==> src/rtl/vga_sync_gen_pkg.sv <==
// VGA 640x480@60 timing constants and shared types for the sync generator
// and the draw stages that consume its coordinates.
package vga_sync_gen_pkg;

  localparam int COORD_W = 10;
  localparam int FCNT_W  = 16;

  localparam int VGA_H_ACT   = 640;
  localparam int VGA_H_FP    = 16;
  localparam int VGA_H_SYNC  = 96;
  localparam int VGA_H_BP    = 48;
  localparam int VGA_H_TOTAL = VGA_H_ACT + VGA_H_FP + VGA_H_SYNC + VGA_H_BP;

  localparam int VGA_V_ACT   = 480;
  localparam int VGA_V_FP    = 10;
  localparam int VGA_V_SYNC  = 2;
  localparam int VGA_V_BP    = 33;
  localparam int VGA_V_TOTAL = VGA_V_ACT + VGA_V_FP + VGA_V_SYNC + VGA_V_BP;

  // Output levels that travel together through the sync delay line.
  typedef struct packed {
    logic hs;
    logic vs;
    logic de;
  } sync_t;

  function automatic logic in_window(logic [COORD_W-1:0] val, int lo, int hi);
    return (int'(val) >= lo) && (int'(val) <= hi);
  endfunction

endpackage

==> src/rtl/vga_sync_gen_if.sv <==
// Video timing bus between the sync generator (master) and a draw stage (slave).
interface vga_sync_gen_if;
  import vga_sync_gen_pkg::*;

  logic               pix_ce;
  logic [COORD_W-1:0] px_x;
  logic [COORD_W-1:0] px_y;
  logic               px_act;
  logic               HS;
  logic               VS;
  logic               de;
  logic               frame_start;
  logic               vblank_start;
  logic [FCNT_W-1:0]  frame_cnt;

  modport master (
    input  pix_ce,
    output px_x, px_y, px_act, HS, VS, de, frame_start, vblank_start, frame_cnt
  );

  modport slave (
    output pix_ce,
    input  px_x, px_y, px_act, HS, VS, de, frame_start, vblank_start, frame_cnt
  );

endinterface

==> src/rtl/vga_sync_gen_sync_delay.sv <==
// Clock-enable qualified shift register used to line sync/de up with the
// downstream RGB pipeline; DEPTH = 0 is a straight wire.
module vga_sync_gen_sync_delay #(
  parameter int               WIDTH = 3,
  parameter int               DEPTH = 1,
  parameter logic [WIDTH-1:0] INIT  = '0
) (
  input  logic             clk,
  input  logic             rst,
  input  logic             ce,
  input  logic [WIDTH-1:0] d,
  output logic [WIDTH-1:0] q
);

  generate
    if (DEPTH == 0) begin : g_wire
      logic unused_ctrl;
      assign unused_ctrl = ^{clk, rst, ce};
      assign q = d;
    end else begin : g_pipe
      logic [WIDTH-1:0] stage [DEPTH];

      // NOTE: this array is reset on purpose -- every stage must hold the
      // inactive sync level after reset, so it cannot map to plain RAM.
      always_ff @(posedge clk or posedge rst) begin
        if (rst) begin
          for (int i = 0; i < DEPTH; i++) stage[i] <= INIT;
        end else if (ce) begin
          stage[0] <= d;
          for (int i = 1; i < DEPTH; i++) stage[i] <= stage[i-1];
        end
      end

      assign q = stage[DEPTH-1];
    end
  endgenerate

endmodule

==> src/rtl/vga_sync_gen.sv <==
// VGA timing generator: h/v counters, registered coordinate and pulse decodes,
// frame counter, and a delayed HS/VS/de path matching the RGB pipeline.
module vga_sync_gen
  import vga_sync_gen_pkg::*;
#(
  parameter int H_ACT    = VGA_H_ACT,
  parameter int H_FP     = VGA_H_FP,
  parameter int H_SYNC   = VGA_H_SYNC,
  parameter int H_BP     = VGA_H_BP,
  parameter int V_ACT    = VGA_V_ACT,
  parameter int V_FP     = VGA_V_FP,
  parameter int V_SYNC   = VGA_V_SYNC,
  parameter int V_BP     = VGA_V_BP,
  parameter bit SYNC_POL = 1'b0,
  parameter int PIPE_DLY = 1
) (
  input logic            clk,
  input logic            rst,
  vga_sync_gen_if.master bus
);

  localparam int H_TOTAL = H_ACT + H_FP + H_SYNC + H_BP;
  localparam int V_TOTAL = V_ACT + V_FP + V_SYNC + V_BP;
  localparam sync_t SYNC_IDLE = '{hs: ~SYNC_POL, vs: ~SYNC_POL, de: 1'b0};

  logic [COORD_W-1:0] h;
  logic [COORD_W-1:0] v;
  logic               h_last;
  logic               v_last;
  logic               at_origin;
  logic               at_vblank;
  sync_t              sync_raw;
  sync_t              sync_q;
  sync_t              sync_dly;
  logic [FCNT_W-1:0]  frame_cnt_q;
  logic               cnt_armed;

  // NOTE: every output is assigned on every pass, so no latch can be inferred.
  always_comb begin
    h_last      = (h == COORD_W'(H_TOTAL - 1));
    v_last      = (v == COORD_W'(V_TOTAL - 1));
    at_origin   = (h == '0) && (v == '0);
    at_vblank   = (h == '0) && (v == COORD_W'(V_ACT));
    sync_raw.hs = in_window(h, H_ACT + H_FP, H_ACT + H_FP + H_SYNC - 1) ? SYNC_POL : ~SYNC_POL;
    sync_raw.vs = in_window(v, V_ACT + V_FP, V_ACT + V_FP + V_SYNC - 1) ? SYNC_POL : ~SYNC_POL;
    sync_raw.de = (h < COORD_W'(H_ACT)) && (v < COORD_W'(V_ACT));
  end

  // NOTE: sequential state uses non-blocking assignments so every register
  // samples pre-edge values regardless of process ordering.
  always_ff @(posedge clk or posedge rst) begin
    if (rst) begin
      h <= '0;
      v <= '0;
    end else if (bus.pix_ce) begin
      if (h_last) begin
        h <= '0;
        v <= v_last ? '0 : v + COORD_W'(1);
      end else begin
        h <= h + COORD_W'(1);
      end
    end
  end

  // Pulses update every clk so they last one cycle even when pix_ce stays high.
  always_ff @(posedge clk or posedge rst) begin
    if (rst) begin
      bus.px_x         <= '0;
      bus.px_y         <= '0;
      bus.px_act       <= 1'b0;
      sync_q           <= SYNC_IDLE;
      bus.frame_start  <= 1'b0;
      bus.vblank_start <= 1'b0;
      frame_cnt_q      <= '0;
      cnt_armed        <= 1'b0;
    end else begin
      bus.frame_start  <= bus.pix_ce && at_origin;
      bus.vblank_start <= bus.pix_ce && at_vblank;
      if (bus.pix_ce) begin
        bus.px_x   <= h;
        bus.px_y   <= v;
        bus.px_act <= sync_raw.de;
        sync_q     <= sync_raw;
        // The frame_start at reset exit only arms the counter.
        if (at_origin) begin
          cnt_armed <= 1'b1;
          if (cnt_armed) frame_cnt_q <= frame_cnt_q + FCNT_W'(1);
        end
      end
    end
  end

  vga_sync_gen_sync_delay #(
    .WIDTH ($bits(sync_t)),
    .DEPTH (PIPE_DLY),
    .INIT  (SYNC_IDLE)
  ) u_sync_delay (
    .clk (clk),
    .rst (rst),
    .ce  (bus.pix_ce),
    .d   (sync_q),
    .q   (sync_dly)
  );

  assign bus.HS        = sync_dly.hs;
  assign bus.VS        = sync_dly.vs;
  assign bus.de        = sync_dly.de;
  assign bus.frame_cnt = frame_cnt_q;

endmodule

==> src/flat_wrapper.sv <==
// flat-port wrapper written by rule: the top's interface ports become plain ports
module vga_sync_gen_flat import vga_sync_gen_pkg::*;
#(
  parameter int H_ACT    = VGA_H_ACT,
  parameter int H_FP     = VGA_H_FP,
  parameter int H_SYNC   = VGA_H_SYNC,
  parameter int H_BP     = VGA_H_BP,
  parameter int V_ACT    = VGA_V_ACT,
  parameter int V_FP     = VGA_V_FP,
  parameter int V_SYNC   = VGA_V_SYNC,
  parameter int V_BP     = VGA_V_BP,
  parameter bit SYNC_POL = 1'b0,
  parameter int PIPE_DLY = 1
)
  (clk, rst, bus_pix_ce, bus_px_x, bus_px_y, bus_px_act, bus_HS, bus_VS, bus_de, bus_frame_start, bus_vblank_start, bus_frame_cnt);
  vga_sync_gen_if bus_i ();
  input logic clk;
  input logic rst;
  input wire logic [$bits(bus_i.pix_ce)-1:0] bus_pix_ce;
  output wire logic [$bits(bus_i.px_x)-1:0] bus_px_x;
  output wire logic [$bits(bus_i.px_y)-1:0] bus_px_y;
  output wire logic [$bits(bus_i.px_act)-1:0] bus_px_act;
  output wire logic [$bits(bus_i.HS)-1:0] bus_HS;
  output wire logic [$bits(bus_i.VS)-1:0] bus_VS;
  output wire logic [$bits(bus_i.de)-1:0] bus_de;
  output wire logic [$bits(bus_i.frame_start)-1:0] bus_frame_start;
  output wire logic [$bits(bus_i.vblank_start)-1:0] bus_vblank_start;
  output wire logic [$bits(bus_i.frame_cnt)-1:0] bus_frame_cnt;
  assign bus_i.pix_ce = bus_pix_ce;
  assign bus_px_x = bus_i.px_x;
  assign bus_px_y = bus_i.px_y;
  assign bus_px_act = bus_i.px_act;
  assign bus_HS = bus_i.HS;
  assign bus_VS = bus_i.VS;
  assign bus_de = bus_i.de;
  assign bus_frame_start = bus_i.frame_start;
  assign bus_vblank_start = bus_i.vblank_start;
  assign bus_frame_cnt = bus_i.frame_cnt;
  vga_sync_gen #(.H_ACT(H_ACT), .H_FP(H_FP), .H_SYNC(H_SYNC), .H_BP(H_BP), .V_ACT(V_ACT), .V_FP(V_FP), .V_SYNC(V_SYNC), .V_BP(V_BP), .SYNC_POL(SYNC_POL), .PIPE_DLY(PIPE_DLY)) u_core (.clk(clk), .rst(rst), .bus(bus_i));
endmodule
==> config.mk <==
export PLATFORM = sky130hd
export DESIGN_NAME = vga_sync_gen_flat
export DESIGN_NICKNAME = d
export VERILOG_FILES = /design/src/rtl/vga_sync_gen_pkg.sv /design/src/rtl/vga_sync_gen_if.sv /design/src/rtl/vga_sync_gen_sync_delay.sv /design/src/rtl/vga_sync_gen.sv /design/src/flat_wrapper.sv
export SDC_FILE = /design/constraint.sdc
export NUM_CORES = 1
export LEC_CHECK = 0
export BUFFER_PORTS_ARGS = -buffer_cell sky130_fd_sc_hd__buf_2
export CORE_MARGIN = 2
export CORE_UTILIZATION = 55
export DETAILED_ROUTE_END_ITERATION = 16
export HOLD_SLACK_MARGIN = 0.12
export MAX_ROUTING_LAYER = met4
export PLACE_DENSITY = 0.77
export SLEW_MARGIN = 20
export SYNTH_ARGS = -nofsm -noshare
export SYNTH_HDL_FRONTEND = slang
export SYNTH_SLANG_ARGS = --single-unit
==> constraint.sdc <==
create_clock -name clk -period 5.1 [get_ports clk]
set_input_delay 1.02 -clock clk [delete_from_list [all_inputs] [get_ports clk]]
set_output_delay 1.02 -clock clk [all_outputs]
set_load 0.1 [all_outputs]
After elaboration in Yosys (flattened, before gate mapping)
Index checks and enable logic that the tools add are counted.
{"block": "totals", "register_bits": 65, "input_bits": 3}
{"block": "op_classes", "addsub": 3, "magnitude_cmp": 6, "eq_ne": 3, "muxes": 4, "n_reduce_logical": 12}
{"cell": "adder 10 x 1 -> 10 bit, second input constant", "n": 2}
{"cell": "equality test 10 bit, second input constant", "n": 2}
{"cell": "zero test 10 bit", "n": 2}
{"cell": "two-way mux 10 bit", "n": 2}
{"cell": "adder 16 x 1 -> 16 bit, second input constant", "n": 1}
{"cell": "equality test 10 x 9 -> 1 bit, second input constant", "n": 1}
{"cell": ">= comparator 10 bit, second input constant", "n": 1}
{"cell": ">= comparator 10 x 9 -> 1 bit, second input constant", "n": 1}
{"cell": "<= comparator 10 bit, second input constant", "n": 1}
{"cell": "<= comparator 10 x 9 -> 1 bit, second input constant", "n": 1}
{"cell": "less-than comparator 10 bit, second input constant", "n": 1}
{"cell": "less-than comparator 10 x 9 -> 1 bit, second input constant", "n": 1}
{"cell": "logical AND 1 bit", "n": 7}
{"cell": "AND reduction 2 bit", "n": 2}
{"cell": "AND reduction 3 bit", "n": 1}
{"cell": "two-way mux 1 bit", "n": 2}

Logic depth before layout (Yosys ltp)
{"block": "logic_depth", "ltp_word": 3, "mapped_depth": 8}

Cells and area by module
From an unflattened synthesis, not the netlist that was laid out.
{"block": "hier_totals", "hier_cells": 252, "hier_area_um2": 2901.5}
{"module": "vga_sync_gen", "instances": 1, "cells_each": 245, "area_each_um2": 2786.4, "seq_area_each_um2": 1554.0}
{"module": "vga_sync_gen_sync_delay", "instances": 1, "cells_each": 7, "area_each_um2": 115.1, "seq_area_each_um2": 77.6}

Worst setup path after synthesis
No wires, ideal clock.
{"block": "synth_path", "path_kind": "input-to-reg", "startpoint": "in bus_pix_ce", "endpoint": "reg u_core.frame_cnt_q[1], in the netlist u_core.bus.frame_cnt[1]", "arrival_time_ns": 2.375, "slack_ns": 2.599, "cell_stages": 6, "n_path_buf": 2, "cell_sequence": "clkbuf_1 nor3b_1 and4bb_2 and3_1 clkbuf_2 mux2_2"}
{"block": "synth_via", "elab_chain_len": 1}
{"item": "start, declared", "line_no": "flat_wrapper.sv:19", "rtl": "input wire logic [$bits(bus_i.pix_ce)-1:0] bus_pix_ce;"}
{"item": "AND reduction 3 bit (no source line)"}
{"item": "end signal, assigned", "line_no": "vga_sync_gen.sv:87", "rtl": "if (cnt_armed) frame_cnt_q <= frame_cnt_q + FCNT_W'(1);"}
{"item": "end, declared", "line_no": "vga_sync_gen.sv:35", "rtl": "logic [FCNT_W-1:0] frame_cnt_q;"}
Every way passes these cells.
A chain may end at the register's enable or synchronous reset.

Final worst setup path
{"block": "layout_path", "startpoint": "in bus_pix_ce", "endpoint": "reg u_core.v[6]"}
{"block": "layout_via", "elab_chain_len": 1}
{"item": "AND reduction 2 bit (no source line)"}
{"item": "end signal, assigned", "line_no": "vga_sync_gen.sv:58", "rtl": "v <= v_last ? '0 : v + COORD_W'(1);"}
{"item": "end, declared", "line_no": "vga_sync_gen.sv:27", "rtl": "logic [COORD_W-1:0] v;"}
Every way passes these cells.

==> metrics.md <==
| Metric | Value |
|---|---|
| Max Buffers Root-to-Sink | `2` |
| CP top delay family | `simple AND/OR/NAND/NOR gates` |
| Sequential fraction of the synthesis area | `0.547` |
| YS warnings | `0` |
| WS Path Type | `primary input to register` |
| #FFs+latches synth | `65` |
| Stages on worst setup path | `6` |
| CP Launch Point | `bus_pix_ce` |
| # Post-CTS Setup Buffers | `0` |
| Num ports | `45` |
| Pwr Density | `416 nW/um2` |
| CTS tree | `done` |
| Minimum clock period after layout | `2.72 ns` |
| WP data required | `5.34 ns` |
| First-pass GRT wire length | `9750 um` |
| Clock sinks | `65` |
| Skew final | `0.00482 ns` |
| First drt pass iteration count | `4` |
| GR Util All Layers | `0.213` |
| Reg-to-Reg End | `u_core.bus.frame_cnt[12]` |
| Reg clk slew, reported paths | `0.06 ns` |
| Initial antenna violation count | `0` |
| Row cnt | `26` |
| Largest net degree at the start of global routing | `53` |
| Critical Path Sink Type | `register` |
| H-Tree Depth | `3` |
| Die X | `77.7 um` |
| Outcome | `completed` |
| CP Capture Point | `u_core.v[6]` |
| Die span in y | `77.7 um` |
| Critical path fanouts, max | `35` |
| Multi-input logic area | `1240 um2` |
| Synth Area per Inst | `11.0 um2` |
| Fin nets | `322` |
| Fillers | `415` |
| Port Buffers | `44` |
| Avg WL per Cell | `14.5 um` |
| Worst-Skew Late Latency | `0.33 ns` |
| Placed cells | `372` |
| Final antenna-violating net count | `0` |
| Max IR drop VDD | `437 uV` |
| # hold bufs at CTS | `0` |
| Dpl cell area | `3230 um2` |
| DP HPWL | `3930 um` |
| Worst path arrival time | `2.96 ns` |
| Max Clock Freq | `0.368 GHz` |
| Final Hold Viols | `0` |
| FF-to-FF Start | `u_core.h[0]` |
| Slew headroom | `0.546` |
| Leak pwr | `1.67 nW` |
| Worst path bufs/invs | `1` |
| Worst Max-Slew Pin Slew | `0.682 ns` |
| Vias in the first global route | `2082` |
| Diodes inserted | `0` |
| Cell-by-cell trace of the critical path | `buf_2, and3_1, nand3_1, nor2_1, nand2_1, o31ai_1` |
| Power Total | `1.43 mW` |
| Clock Tree Root | `clkbuf_8` |
| Detailed-route via count | `2142` |
| Finished layout cell area | `3440 um2` |
| Post-synth net total | `280` |
| Synth cell types | `40` |
| Vias per inst | `5.52` |
| Slowest cell on the critical path | `buf_2` |
| Worst path max stage delay | `0.53 ns` |
| Sum Neg Setup Slack | `0 ns` |
| CTS resizes | `0` |
| Post-route DRC | `0` |
| Final worst-path cycle share | `0.533` |
| Share of cells above drive strength 1 | `0.302` |
| Hold WS | `0.487 ns` |
| MaxCap Viol Count | `0` |
| Total grt overflow | `0` |
| RSZ-0062 raised after global routing | `no` |
| Drt first-iter violations | `114` |
| CTS Buf Count | `9` |
| Cells after Synth | `271` |
| Flip-flop and latch area | `1630 um2` |
| GPL Wtd Cong | `0.882` |
| Area growth syn-to-layout | `15.2%` |
| Startpoint types | `primary input` |
| Post-Route WL | `5640 um` |
| Layout Cells excl Fill | `388` |
| Hold Crit Class | `register to register` |
| Die Area | `6030 um2` |
| Initial Utilization | `0.577` |
| Core area | `5170 um2` |
| Final count of pins violating max slew | `0` |
| R2R Setup Slk | `2.89 ns` |
| Endpoints failing setup | `0` |
| Synthesized cell area | `2980 um2` |
| R2R cell count | `7` |
-- Yosys cell counts --
cell type  count  area [um2]
o21a_1         1        7.51
nand2b_1       3        18.8
o2111ai_1      1        8.76
dfrtp_1       61        1530
ha_1           6        75.1
clkbuf_1       7        26.3
mux2_2        25         282
nor4b_1        1        8.76
nor3b_1        1        7.51
clkbuf_2       1        5.00
or4b_1         1        10.0
o31ai_1        1        7.51
buf_4          1        7.51
and4bb_2       1        12.5
a21oi_1        3        15.0
and3_1         7        43.8
xor2_1        10        87.6
dfstp_2        4         105
nor3_2         2        20.0
and2_1         2        12.5
buf_6          1        11.3
or2_2          1        6.26
nor3_1         8        40.0
or3_4          1        11.3
nand3_1       12        60.1
or4_4          1        11.3
nand4b_1       1        8.76
o22ai_1        1        6.26
nor4_1         2        12.5
and4_1         1        8.76
a31oi_1        2        12.5
nor2_1        25        93.8
inv_1         10        37.5
xnor2_1       14         123
buf_2          4        20.0
nand2_1       22        82.6
o21ai_2        1        8.76
o21ai_0       11        55.1
or3_1          2        12.5
nand4_1       12        75.1
-- worst reg2reg max path, cell delays in order (launching register included) --
cell,delay (ns)
dfrtp_1,0.43
inv_1,0.08
ha_1,0.14
nor4b_1,0.42
and4bb_2,0.34
nand4_1,0.24
nor3_1,0.29
xor2_1,0.18
-- registers in the layout (all words and copies together) (netlist names), 2 cells and up --
register / flops
u_core.bus.px_x: 10
u_core.u_sync_delay.q: 3
u_core.h: 10
u_core.v: 10
u_core.bus.frame_cnt: 16
u_core.sync_q: 2
u_core.bus.px_y: 10
-- stage by stage --
step | util | setup slack, ns
floorplan | - | 2.46
global placement | 0.624 | 2.09
detailed placement | 0.624 | 2.01
CTS | 0.664 | 2.37
global route | 0.664 | 2.11
finish | 0.664 | 2.38
-- kinds of logic after synthesis --
| logic type | synth area share |
|---|---|
| flops | 0.547 |
| xor+xnor | 0.0704 |
| fa+ha+maj | 0.0252 |
| buf+inv | 0.0361 |
| mux | 0.0943 |
| compound gates | 0.0407 |
| simple gates | 0.187 |
-- power breakdown --
group / total [mW] / internal [mW] / leakage [nW] / switching [mW]
Clock: 0.448 / 0.266 / 0.107 / 0.183
Sequential: 0.627 / 0.566 / 0.846 / 0.0602
Combinational: 0.355 / 0.0887 / 0.718 / 0.266
-- worst min path at each step --
| stage | startpoint | endpoint | slack, ns | cells past startpoint |
|---|---|---|---|---|
| 6_report | u_core.bus.frame_cnt[15] | u_core.bus.frame_cnt[15] | 0.49 | 1 |
| 2_1_floorplan | u_core.sync_q[2] | u_core.sync_q[2] | 0.46 | 2 |
| 3_3_place_gp | u_core.bus.frame_cnt[15] | u_core.bus.frame_cnt[15] | 0.45 | 1 |
| 5_1_grt | u_core.sync_q[2] | u_core.sync_q[2] | 0.52 | 2 |
| 4_1_cts | u_core.sync_q[2] | u_core.sync_q[2] | 0.49 | 2 |
| 3_5_place_dp | u_core.sync_q[2] | u_core.sync_q[2] | 0.48 | 2 |
-- area by class of cell --
type,instances,area share
clock inverter,2,0.0102
timing repair buffer,45,0.0663
inverter,10,0.0109
multi-input combinational,182,0.362
tap,70,0.0255
clock buffer,14,0.0502
sequential,65,0.475
-- layer usage --
| layer | vias up | share of wire | global-route usage | wire (um) |
|---|---|---|---|---|
| met5 | - | 0 | - | 0 |
| met4 | 0 | 0.022 | 0.104 | 123 |
| met3 | 13 | 0.053 | 0.0430 | 299 |
| met2 | 67 | 0.46 | 0.318 | 2610 |
| met1 | 1042 | 0.46 | 0.279 | 2600 |
| li1 | 1020 | - | - | - |
-- cells in the final DEF, fill, tap and decap left out, types with 2 or more instances in the layout --
cell type  synthesis  routed
nor3_1             8       8
and2_1             2       2
ha_1               6       6
nor4_1             2       2
xnor2_1           14      14
and3_1             7       7
nand4_1           12      12
dfrtp_1           61      61
buf_2              4      44
a21oi_1            3       3
a31oi_1            2       2
inv_1             10       9
nand2b_1           3       3
mux2_2            25      25
dfstp_2            4       4
clkbuf_8           0      12
xor2_1            10      10
nand3_1           12      12
nor3_2             2       2
clkbuf_1           7       2
nor2_1            25      25
o21ai_0           11      11
or3_1              2       2
nand2_1           22      22
No activity file was read; power rests on OpenSTA's default activity.
